$ cat config.mk
export PLATFORM = sky130hd
export DESIGN_NAME = car_draw_datapath
export DESIGN_NICKNAME = d
export VERILOG_FILES = /design/src/rtl/race_pkg.sv /design/src/rtl/rect_raster.sv /design/src/rtl/car_draw_datapath.sv
export SDC_FILE = /design/constraint.sdc
export NUM_CORES = 1
export LEC_CHECK = 0
export BUFFER_PORTS_ARGS = -buffer_cell sky130_fd_sc_hd__clkbuf_2
export CORE_MARGIN = 2
export CORE_UTILIZATION = 50
export DETAILED_ROUTE_END_ITERATION = 12
export PLACE_DENSITY_LB_ADDON = 0.25
export SYNTH_ARGS = -nofsm -noshare
export SYNTH_HDL_FRONTEND = slang
export SYNTH_SLANG_ARGS = --single-unit
$ cat constraint.sdc
create_clock -name clock -period 5.55 [get_ports clock]
set_clock_uncertainty 0.2 [all_clocks]
set_input_delay 0.8325 -clock clock [delete_from_list [all_inputs] [get_ports clock]]
set_output_delay 0.8325 -clock clock [all_outputs]
set_load 0.02 [all_outputs]
$ cat src/rtl/race_pkg.sv
// Shared definitions for the race game: screen geometry, palette,
// coordinate widths and the car datapath state encoding.
package race_pkg;

  localparam int unsigned SCREEN_W = 160;
  localparam int unsigned SCREEN_H = 120;
  localparam int unsigned X_W      = 8;
  localparam int unsigned Y_W      = 7;
  // Raster counter width: rectangles up to 16x16.
  localparam int unsigned RC_W     = 4;

  localparam logic [2:0] COL_BLACK = 3'b000;
  localparam logic [2:0] COL_RED   = 3'b100;
  localparam logic [2:0] COL_WHITE = 3'b111;
  localparam logic [2:0] COL_GREEN = 3'b010;

  typedef enum logic [2:0] {
    DP_IDLE,
    DP_DRAW,
    DP_CLEAR,
    DP_DONE_D,
    DP_DONE_C
  } dp_state_e;

endpackage

$ cat src/rtl/rect_raster.sv
// Column/row scan counter over a RECT_W x RECT_H rectangle, row-major.
module rect_raster
  import race_pkg::*;
#(
  parameter int unsigned RECT_W = 8,
  parameter int unsigned RECT_H = 12
) (
  input  logic            clock,
  input  logic            reset,
  input  logic            clr,
  input  logic            step,
  output logic [RC_W-1:0] col,
  output logic [RC_W-1:0] row,
  output logic            start,
  output logic            last
);

  localparam logic [RC_W-1:0] COL_LAST = RC_W'(RECT_W - 1);
  localparam logic [RC_W-1:0] ROW_LAST = RC_W'(RECT_H - 1);

  logic [RC_W-1:0] col_q, col_d;
  logic [RC_W-1:0] row_q, row_d;

  // Next counter value: clear wins, otherwise advance and wrap to (0,0) after the last pixel.
  always_comb begin
    col_d = col_q;
    row_d = row_q;
    if (clr) begin
      col_d = '0;
      row_d = '0;
    end else if (step) begin
      if (col_q == COL_LAST) begin
        col_d = '0;
        row_d = (row_q == ROW_LAST) ? '0 : row_q + RC_W'(1);
      end else begin
        col_d = col_q + RC_W'(1);
      end
    end
  end

  // Counter registers.
  always_ff @(posedge clock) begin
    if (reset) begin
      col_q <= '0;
      row_q <= '0;
    end else begin
      col_q <= col_d;
      row_q <= row_d;
    end
  end

  assign col   = col_q;
  assign row   = row_q;
  assign start = (col_q == '0) && (row_q == '0);
  assign last  = (col_q == COL_LAST) && (row_q == ROW_LAST);

endmodule

$ cat src/rtl/car_draw_datapath.sv
// Car position register, move/clamp logic and draw/clear rasteriser feeding the VGA adapter.
module car_draw_datapath
  import race_pkg::*;
#(
  parameter int unsigned CAR_W         = 8,
  parameter int unsigned CAR_H         = 12,
  parameter int unsigned START_X       = 76,
  parameter int unsigned START_Y       = 100,
  parameter int unsigned STEP_X        = 4,
  parameter int unsigned STEP_Y        = 1,
  parameter int unsigned LANE_LEFT     = 40,
  parameter int unsigned LANE_RIGHT    = 119,
  parameter logic [2:0]  CAR_COLOUR    = COL_RED,
  parameter logic [2:0]  WINDOW_COLOUR = COL_WHITE,
  parameter logic [2:0]  BG_COLOUR     = COL_BLACK
) (
  input  logic           clock,
  input  logic           reset,
  input  logic           draw_car,
  input  logic           clear,
  input  logic           move_straight,
  input  logic           move_left,
  input  logic           move_right,
  input  logic           reset_pos,
  output logic           done_car,
  output logic           done_clear,
  output logic [X_W-1:0] car_x,
  output logic [Y_W-1:0] car_y,
  output logic [X_W-1:0] vga_x,
  output logic [Y_W-1:0] vga_y,
  output logic [2:0]     vga_colour,
  output logic           vga_plot
);

  localparam int unsigned X_MAX = LANE_RIGHT - CAR_W + 1;

  dp_state_e       state_q, state_d;
  logic [X_W-1:0]  car_x_q, car_x_d;
  logic [Y_W-1:0]  car_y_q, car_y_d;
  logic [X_W-1:0]  vga_x_q, vga_x_d;
  logic [Y_W-1:0]  vga_y_q, vga_y_d;
  logic [2:0]      colour_q, colour_d;
  logic            plot_q, plot_d;
  logic            done_car_q, done_car_d;
  logic            done_clear_q, done_clear_d;

  logic [RC_W-1:0] col, row;
  logic            r_start, r_last, r_clr, r_step;
  logic            emit, emit_bg, window;
  logic [8:0]      x_ext, x_sum;

  rect_raster #(
    .RECT_W (CAR_W),
    .RECT_H (CAR_H)
  ) u_raster (
    .clock (clock),
    .reset (reset),
    .clr   (r_clr),
    .step  (r_step),
    .col   (col),
    .row   (row),
    .start (r_start),
    .last  (r_last)
  );

  assign window = ((row == RC_W'(2)) || (row == RC_W'(3))) &&
                  (col >= RC_W'(1)) && (col <= RC_W'(CAR_W - 2));

  // Pixel (0,0) is launched from IDLE on the request cycle so the first plot lands one cycle later.
  always_comb begin
    state_d      = state_q;
    vga_x_d      = vga_x_q;
    vga_y_d      = vga_y_q;
    colour_d     = colour_q;
    plot_d       = 1'b0;
    done_car_d   = 1'b0;
    done_clear_d = 1'b0;
    r_clr        = 1'b0;
    r_step       = 1'b0;
    emit         = 1'b0;
    emit_bg      = 1'b0;
    unique case (state_q)
      DP_IDLE: begin
        if (clear && r_start) begin
          state_d = DP_CLEAR;
          emit    = 1'b1;
          emit_bg = 1'b1;
        end else if (draw_car && r_start) begin
          state_d = DP_DRAW;
          emit    = 1'b1;
        end else begin
          r_clr = 1'b1;
        end
      end
      DP_DRAW: begin
        emit = 1'b1;
        if (r_last) state_d = DP_DONE_D;
      end
      DP_CLEAR: begin
        emit    = 1'b1;
        emit_bg = 1'b1;
        if (r_last) state_d = DP_DONE_C;
      end
      DP_DONE_D: begin
        if (draw_car) done_car_d = 1'b1;
        else          state_d    = DP_IDLE;
      end
      DP_DONE_C: begin
        if (clear) done_clear_d = 1'b1;
        else       state_d      = DP_IDLE;
      end
      default: state_d = DP_IDLE;
    endcase
    if (emit) begin
      r_step   = 1'b1;
      plot_d   = 1'b1;
      vga_x_d  = car_x_q + X_W'(col);
      vga_y_d  = car_y_q + Y_W'(row);
      colour_d = emit_bg ? BG_COLOUR : (window ? WINDOW_COLOUR : CAR_COLOUR);
    end
  end

  // Position update with lane/top clamping; frozen from the raster launch cycle until back in IDLE.
  always_comb begin
    car_x_d = car_x_q;
    car_y_d = car_y_q;
    x_ext   = {1'b0, car_x_q};
    x_sum   = x_ext + 9'(STEP_X);
    if ((state_q == DP_IDLE) && !clear && !draw_car) begin
      if (reset_pos) begin
        car_x_d = X_W'(START_X);
        car_y_d = Y_W'(START_Y);
      end else if (move_straight) begin
        car_y_d = (car_y_q < Y_W'(STEP_Y)) ? '0 : car_y_q - Y_W'(STEP_Y);
      end else if (move_left) begin
        car_x_d = (x_ext < 9'(STEP_X + LANE_LEFT)) ? X_W'(LANE_LEFT) : X_W'(x_ext - 9'(STEP_X));
      end else if (move_right) begin
        car_x_d = (x_sum > 9'(X_MAX)) ? X_W'(X_MAX) : x_sum[X_W-1:0];
      end
    end
  end

  // State, position and registered VGA/done outputs.
  always_ff @(posedge clock) begin
    if (reset) begin
      state_q      <= DP_IDLE;
      car_x_q      <= X_W'(START_X);
      car_y_q      <= Y_W'(START_Y);
      vga_x_q      <= '0;
      vga_y_q      <= '0;
      colour_q     <= '0;
      plot_q       <= 1'b0;
      done_car_q   <= 1'b0;
      done_clear_q <= 1'b0;
    end else begin
      state_q      <= state_d;
      car_x_q      <= car_x_d;
      car_y_q      <= car_y_d;
      vga_x_q      <= vga_x_d;
      vga_y_q      <= vga_y_d;
      colour_q     <= colour_d;
      plot_q       <= plot_d;
      done_car_q   <= done_car_d;
      done_clear_q <= done_clear_d;
    end
  end

  assign car_x      = car_x_q;
  assign car_y      = car_y_q;
  assign vga_x      = vga_x_q;
  assign vga_y      = vga_y_q;
  assign vga_colour = colour_q;
  assign vga_plot   = plot_q;
  assign done_car   = done_car_q;
  assign done_clear = done_clear_q;

endmodule

# == Yosys cells after proc, flatten, opt, wreduce, memory -nomap -nowiden ==
# Index checks and enable logic that the tools add are counted.
# op_classes
n_reduce_logical,24
magnitude_cmp,5
bitwise_logic,2
add_sub_neg,7
eq_ne,14
n_mux,31
# op_table
cell,n
two-way mux 8 bit,6
two-way mux 3 bit,7
two-way mux 7 bit,3
one-hot mux 3 bit (5 select lines),1
"adder 8 x 3 -> 9 bit, second input constant",1
"greater-than comparator 9 x 7 -> 1 bit, second input constant",1
two-way mux 1 bit,9
"adder 4 x 1 -> 4 bit, second input constant",2
adder 8 x 4 -> 8 bit,1
"== test 4 x 2 -> 1 bit, second input constant",2
logical AND 1 bit,8
logical NOT 4 bit,2
"less-than comparator 8 x 6 -> 1 bit, second input constant",1
two-way mux 4 bit,2
"inequality test 2 bit, second input constant",4
OR reduction 2 bit,4
"subtractor 8 x 3 -> 8 bit, second input constant",1
adder 7 x 4 -> 7 bit,1
"less-than comparator 7 x 1 -> 1 bit, second input constant",1
"subtractor 7 x 1 -> 7 bit, second input constant",1
"== test 3 x 2 -> 1 bit, second input constant",2
AND reduction 5 bit,1
"== test 4 x 3 -> 1 bit, second input constant",1
"== test 4 bit, second input constant",1
16 further kinds,20
# word_totals
output_inout_bits,36
inputBits,8
reg_bits,47

# == Depth between registers and ports, before layout ==
# logic_depth
word_depth,8
ltp_mapped,9
ltp_nobuf,8

# == By module ==
# From an unflattened synthesis, not the netlist that was laid out.
# hier_totals
cells_unflattened,313
area_unflattened_um2,2595.0
# modules_own_cells
module,instances,area_each_um2,cells_each
car_draw_datapath,1,2159.6,264
rect_raster,1,435.4,49

# == Worst setup path after synthesis ==
# Ideal clock, no wire load.
# synth_timing
kind,input -> register
startpoint,input move_left
endpoint,register car_x_q[4] (netlist: car_x[4])
arrival_ps,2035
cell_stages,6
setup_ps,127
path_slack_ps,3188
path_buffers,1
t_required_ps,5223
cell_sequence,clkbuf_1 -> nand2b_1 -> a2111o_1 -> a22oi_1 -> a221oi_1 -> or3_1
# synth_between
elab_chain_cells,3
# synth_lines
element,line,source
from (decl),car_draw_datapath.sv:22,"input logic move_left,"
two-way mux 8 bit,car_draw_datapath.sv:135,end else if (move_left) begin
two-way mux 8 bit,car_draw_datapath.sv:133,end else if (move_straight) begin
two-way mux 8 bit,car_draw_datapath.sv:130,if (reset_pos) begin
to (signal assigned),car_draw_datapath.sv:147,car_x_q <= X_W'(START_X);
to (signal assigned),car_draw_datapath.sv:157,car_x_q <= car_x_d;
to (decl),car_draw_datapath.sv:38,"logic [X_W-1:0] car_x_q, car_x_d;"
# Several ways; a longest one is shown, not always the timed one. The select of a mux whose other input is x is not followed.
# A chain may end at the register's enable or synchronous reset.

# == Worst setup path after layout ==
# layout_timing
startpoint,register u_raster.col_q[0] (netlist: u_raster.col[0])
endpoint,register vga_y_q[4] (netlist: vga_y[4])
# layout_between
elab_chain_cells,6
# layout_lines
element,line,source
from (decl),rect_raster.sv:21,"logic [RC_W-1:0] col_q, col_d;"
from (signal assigned),rect_raster.sv:47,col_q <= col_d;
logical NOT 4 bit *,rect_raster.sv:54,assign start = (col_q == '0) && (row_q == '0);
logical AND 1 bit *,rect_raster.sv:54,
logical AND 1 bit,car_draw_datapath.sv:88,end else if (draw_car && r_start) begin
two-way mux 1 bit,car_draw_datapath.sv:88,
two-way mux 1 bit *,car_draw_datapath.sv:84,if (clear && r_start) begin
one-hot mux 1 bit (2 select lines) *,car_draw_datapath.sv:82,unique case (state_q)
to (signal assigned),car_draw_datapath.sv:160,vga_y_q <= vga_y_d;
to (decl),car_draw_datapath.sv:41,"logic [Y_W-1:0] vga_y_q, vga_y_d;"
# Every way passes the cells marked *; elsewhere a longest branch is shown, timed or not.

==> summary.md <==
| Metric | Value |
|---|---|
| Clock sinks | `44` |
| Synth Area in XOR/XNOR | `4.85%` |
| Slowest CP cell | `dfxtp_1` |
| Top cells by count, synth | `dfxtp_1 (44), nor2_1 (36), nand2_1 (32), a21oi_1 (23), nand3_1 (21)` |
| Worst hold path type | `reg2reg` |
| Vias per cell | `5.65` |
| Drt pass-1 iters | `5` |
| Worst r2r src | `u_raster.col[0]` |
| Syn Inst Count | `331` |
| Clk buf depth | `2` |
| Proportion of netlist area held by the largest area contributor | `between 30 and 40%` |
| H-tree Lvls | `2` |
| CP top delay family | `simple AND/OR/NAND/NOR gates` |
| GRT overflow | `0` |
| Clk root buf | `clkbuf_8` |
| Post-synthesis mux area share | `1.16%` |
| Die H | `77.6 um` |
| Critical Path Start | `u_raster.col[0]` |
| Relative slew slack | `48.3%` |
| Fmax | `416 MHz` |
| Placer Congestion | `0.908` |
| Library cells used by synthesis | `66` |
| Pin count of the biggest net entering global routing | `35` |
| DR WL/cell | `13.7 um` |
| Most frequent cell after synthesis | `dfxtp_1` |
| TritonCTS clock tree | `yes` |
| Critical path fanouts, max | `15` |
| Post-Synth Simple-Gate Area | `25.6%` |
| RSZ-0062 raised after global routing | `false` |
| Synthesized cell area | `0.00271 mm2` |
| Req. time, crit path | `5.55 ns` |
| Seq/Total Area, Yosys | `32.5%` |
| WL final | `5910 um` |
| Worst path max stage delay | `roughly 0.45 ns` |
| Fraction of registers with async set/reset | `0%` |
| DR vias | `2,440` |
| Yosys top cell by area | `dfxtp_1` |
| Starting density of the core | `52.3%` |
| Net count, final | `387` |
| Status | `complete, no violations` |
| Final Total Pwr | `about 1.1 mW` |
| Synth Area in Compound Gates | `20.2%` |
| Hold WS | `roughly 0.26 ns` |
| Antenna Cells | `0` |
| CP Launch Type | `flop` |
| FP Rows | `26` |
| Largest family of logic cells by synthesized area | `simple AND/OR/NAND/NOR gates` |
| CTS resizes | `0` |
| Die W | `slightly below 80 um` |
| Critical path, cell by cell | `inv_1 > ha_1 > and3b_1 > a311o_2 > nand2_1 > nor2_1 > a21o_1` |
| Pwr dens | `358 mW/mm2` |
| Worst slew pin tran | `about 0.78 ns` |
| Min Tclk post-route | `approximately 2.4 ns` |
| Ranking of synthesized cells by area | `dfxtp_1 (33%), ha_1 (7.9%), nor2_1 (5.0%)` |
| Share of layout cells above drive strength 1 | `between 10% and 20%` |
| CTS buffer count | `5` |
| Adder-cell share of the synthesized area | `under 10%` |
| Crit path buf inv count | `1` |
| Global-route wire length before repair | `10,100 um` |
| EDFF count, synth | `0` |
| Worst Hold Launch | `vga_x[1]` |
| WS Path Type | `reg2reg` |
| Area Growth Syn to Fin | `10.8%` |
| Synth Register Bits | `between 40 and 50` |
| CORE AREA | `0.00517 mm2` |
| Final period util | `43.3%` |
| Hold Violations, Final | `0` |
| Die area | `0.00602 mm2` |
| Maximum vdd drop | `0.215 mV` |
| CP Capture Type | `flop` |
| # setup viols final | `0` |
| Hpwl dp | `4290 um` |
| Leak | `1.25 nW` |
| Clk_lat worst skew | `0.30 ns` |
| Total track usage | `20.6%` |
| Hold_buf cts | `0` |
| Yosys warns | `0` |
| Critical path arrival | `2.40 ns` |
| Vias in the first global route | `2,175` |
| TNS Setup | `0 ns` |
| IO Pins | `44` |
| # port buffers | `about 40` |
| Max-slew violations | `0` |
| Residual DRC | `0` |
| Average size of a mapped cell | `around 8.2 um2` |
| Initial antenna violation count | `0` |
| Setup bufs post-CTS | `0` |
| Post-route antenna net violation count | `0` |
| Top_reg_cell synth | `dfxtp_1` |
| Maxcap violations | `0` |
| Initial DRC count | `239` |
| Clk pin slew, worst setup/hold paths | `0.09 ns` |
| Filler cell count | `about 490` |
state kept, by name (all words and copies together) (netlist names):
name and cells:
vga_y 7, vga_x 8, u_raster.row 4, done_clear 1
car_x 6, vga_colour 2, done_car 1, state_q 3
u_raster.col 4, vga_plot 1, car_y 7
worst min-delay path, delay by kind of cell (launching register included):
kind / cells / cell delay, ns
flops: 1 / 0.32
compound gates: 1 / 0.05
simple gates: 1 / 0.05
cell families (layout without fill, tap and decap cells):
family                   after synthesis  after routing
flip-flops                            44             44
buffers and inverters                 37             67
multiplexers                           3              3
AO/OA/AOI/OAI                         77             77
XOR/XNOR                              15             15
adder cells (fa/ha/maj)               18             18
other                                  1              2
AND/OR/NAND/NOR                      136            136
stage by stage:
stage | utilization, % | cell area (um2) | setup WS, ns | cells
2_1_floorplan | - | 2710 | 3.19 | 332
3_3_place_gp | 55.8 | 2880 | 2.93 | 424
5_1_grt | 58.0 | 3000 | 2.92 | 432
3_5_place_dp | 55.8 | 2880 | 2.85 | 424
6_report | 58.0 | 3000 | 3.15 | 432
4_1_cts | 58.0 | 3000 | 3.13 | 432
where the power goes:
group          internal [mW]  leakage [nW]  switching [mW]  total (mW)
Combinational          0.138         0.833           0.257       0.395
Sequential             0.368         0.359          0.0577       0.426
Clock                  0.136        0.0583           0.117       0.252
path summary, 6_finish.rpt:
path	to	slack, ns	depth (start not counted)
hold reg to reg	vga_x[1]	0.26	2
hold / removal	vga_x[1]	0.26	2
setup reg to reg	vga_y[4]	3.15	7
setup / recovery	vga_y[4]	3.15	7
metal layers:
| metal | routed length, um | global-route usage, % | vias up |
|---|---|---|---|
| li1 | - | - | 1217 |
| met1 | 2840 | 28.1 | 1164 |
| met2 | 2790 | 32.3 | 55 |
| met3 | 242 | 4.53 | 4 |
| met4 | 33 | 6.61 | 0 |
| met5 | 0 | 0 | - |
cell type report:
cell class,instances,area [um2],share of cell area (%)
multi-input cells,251,1640,54.8
flip-flops and latches,44,881,29.4
repair buffers,41,205,6.84
well taps,70,87.6,2.92
clock buffers,5,68.8,2.29
inverters,18,67.6,2.25
clock inverters,3,47.5,1.58
cell usage in the layout, fill, tap and decap left out, drive strengths merged, types with 3 or more instances in the layout:
| cell type | instances |
|---|---|
| nor2 | 36 |
| clkbuf | 46 |
| nor3 | 12 |
| nand3 | 21 |
| a31oi | 5 |
| a21oi | 23 |
| and2 | 3 |
| nor2b | 4 |
| xor2 | 3 |
| xnor2 | 12 |
| inv | 18 |
| a22oi | 3 |
| o21ai | 12 |
| and3 | 3 |
| nand2b | 5 |
| or3 | 4 |
| dfxtp | 44 |
| ha | 17 |
| nor3b | 3 |
| nand2 | 32 |
| a211oi | 9 |
Power figures use the tool's default switching activity.
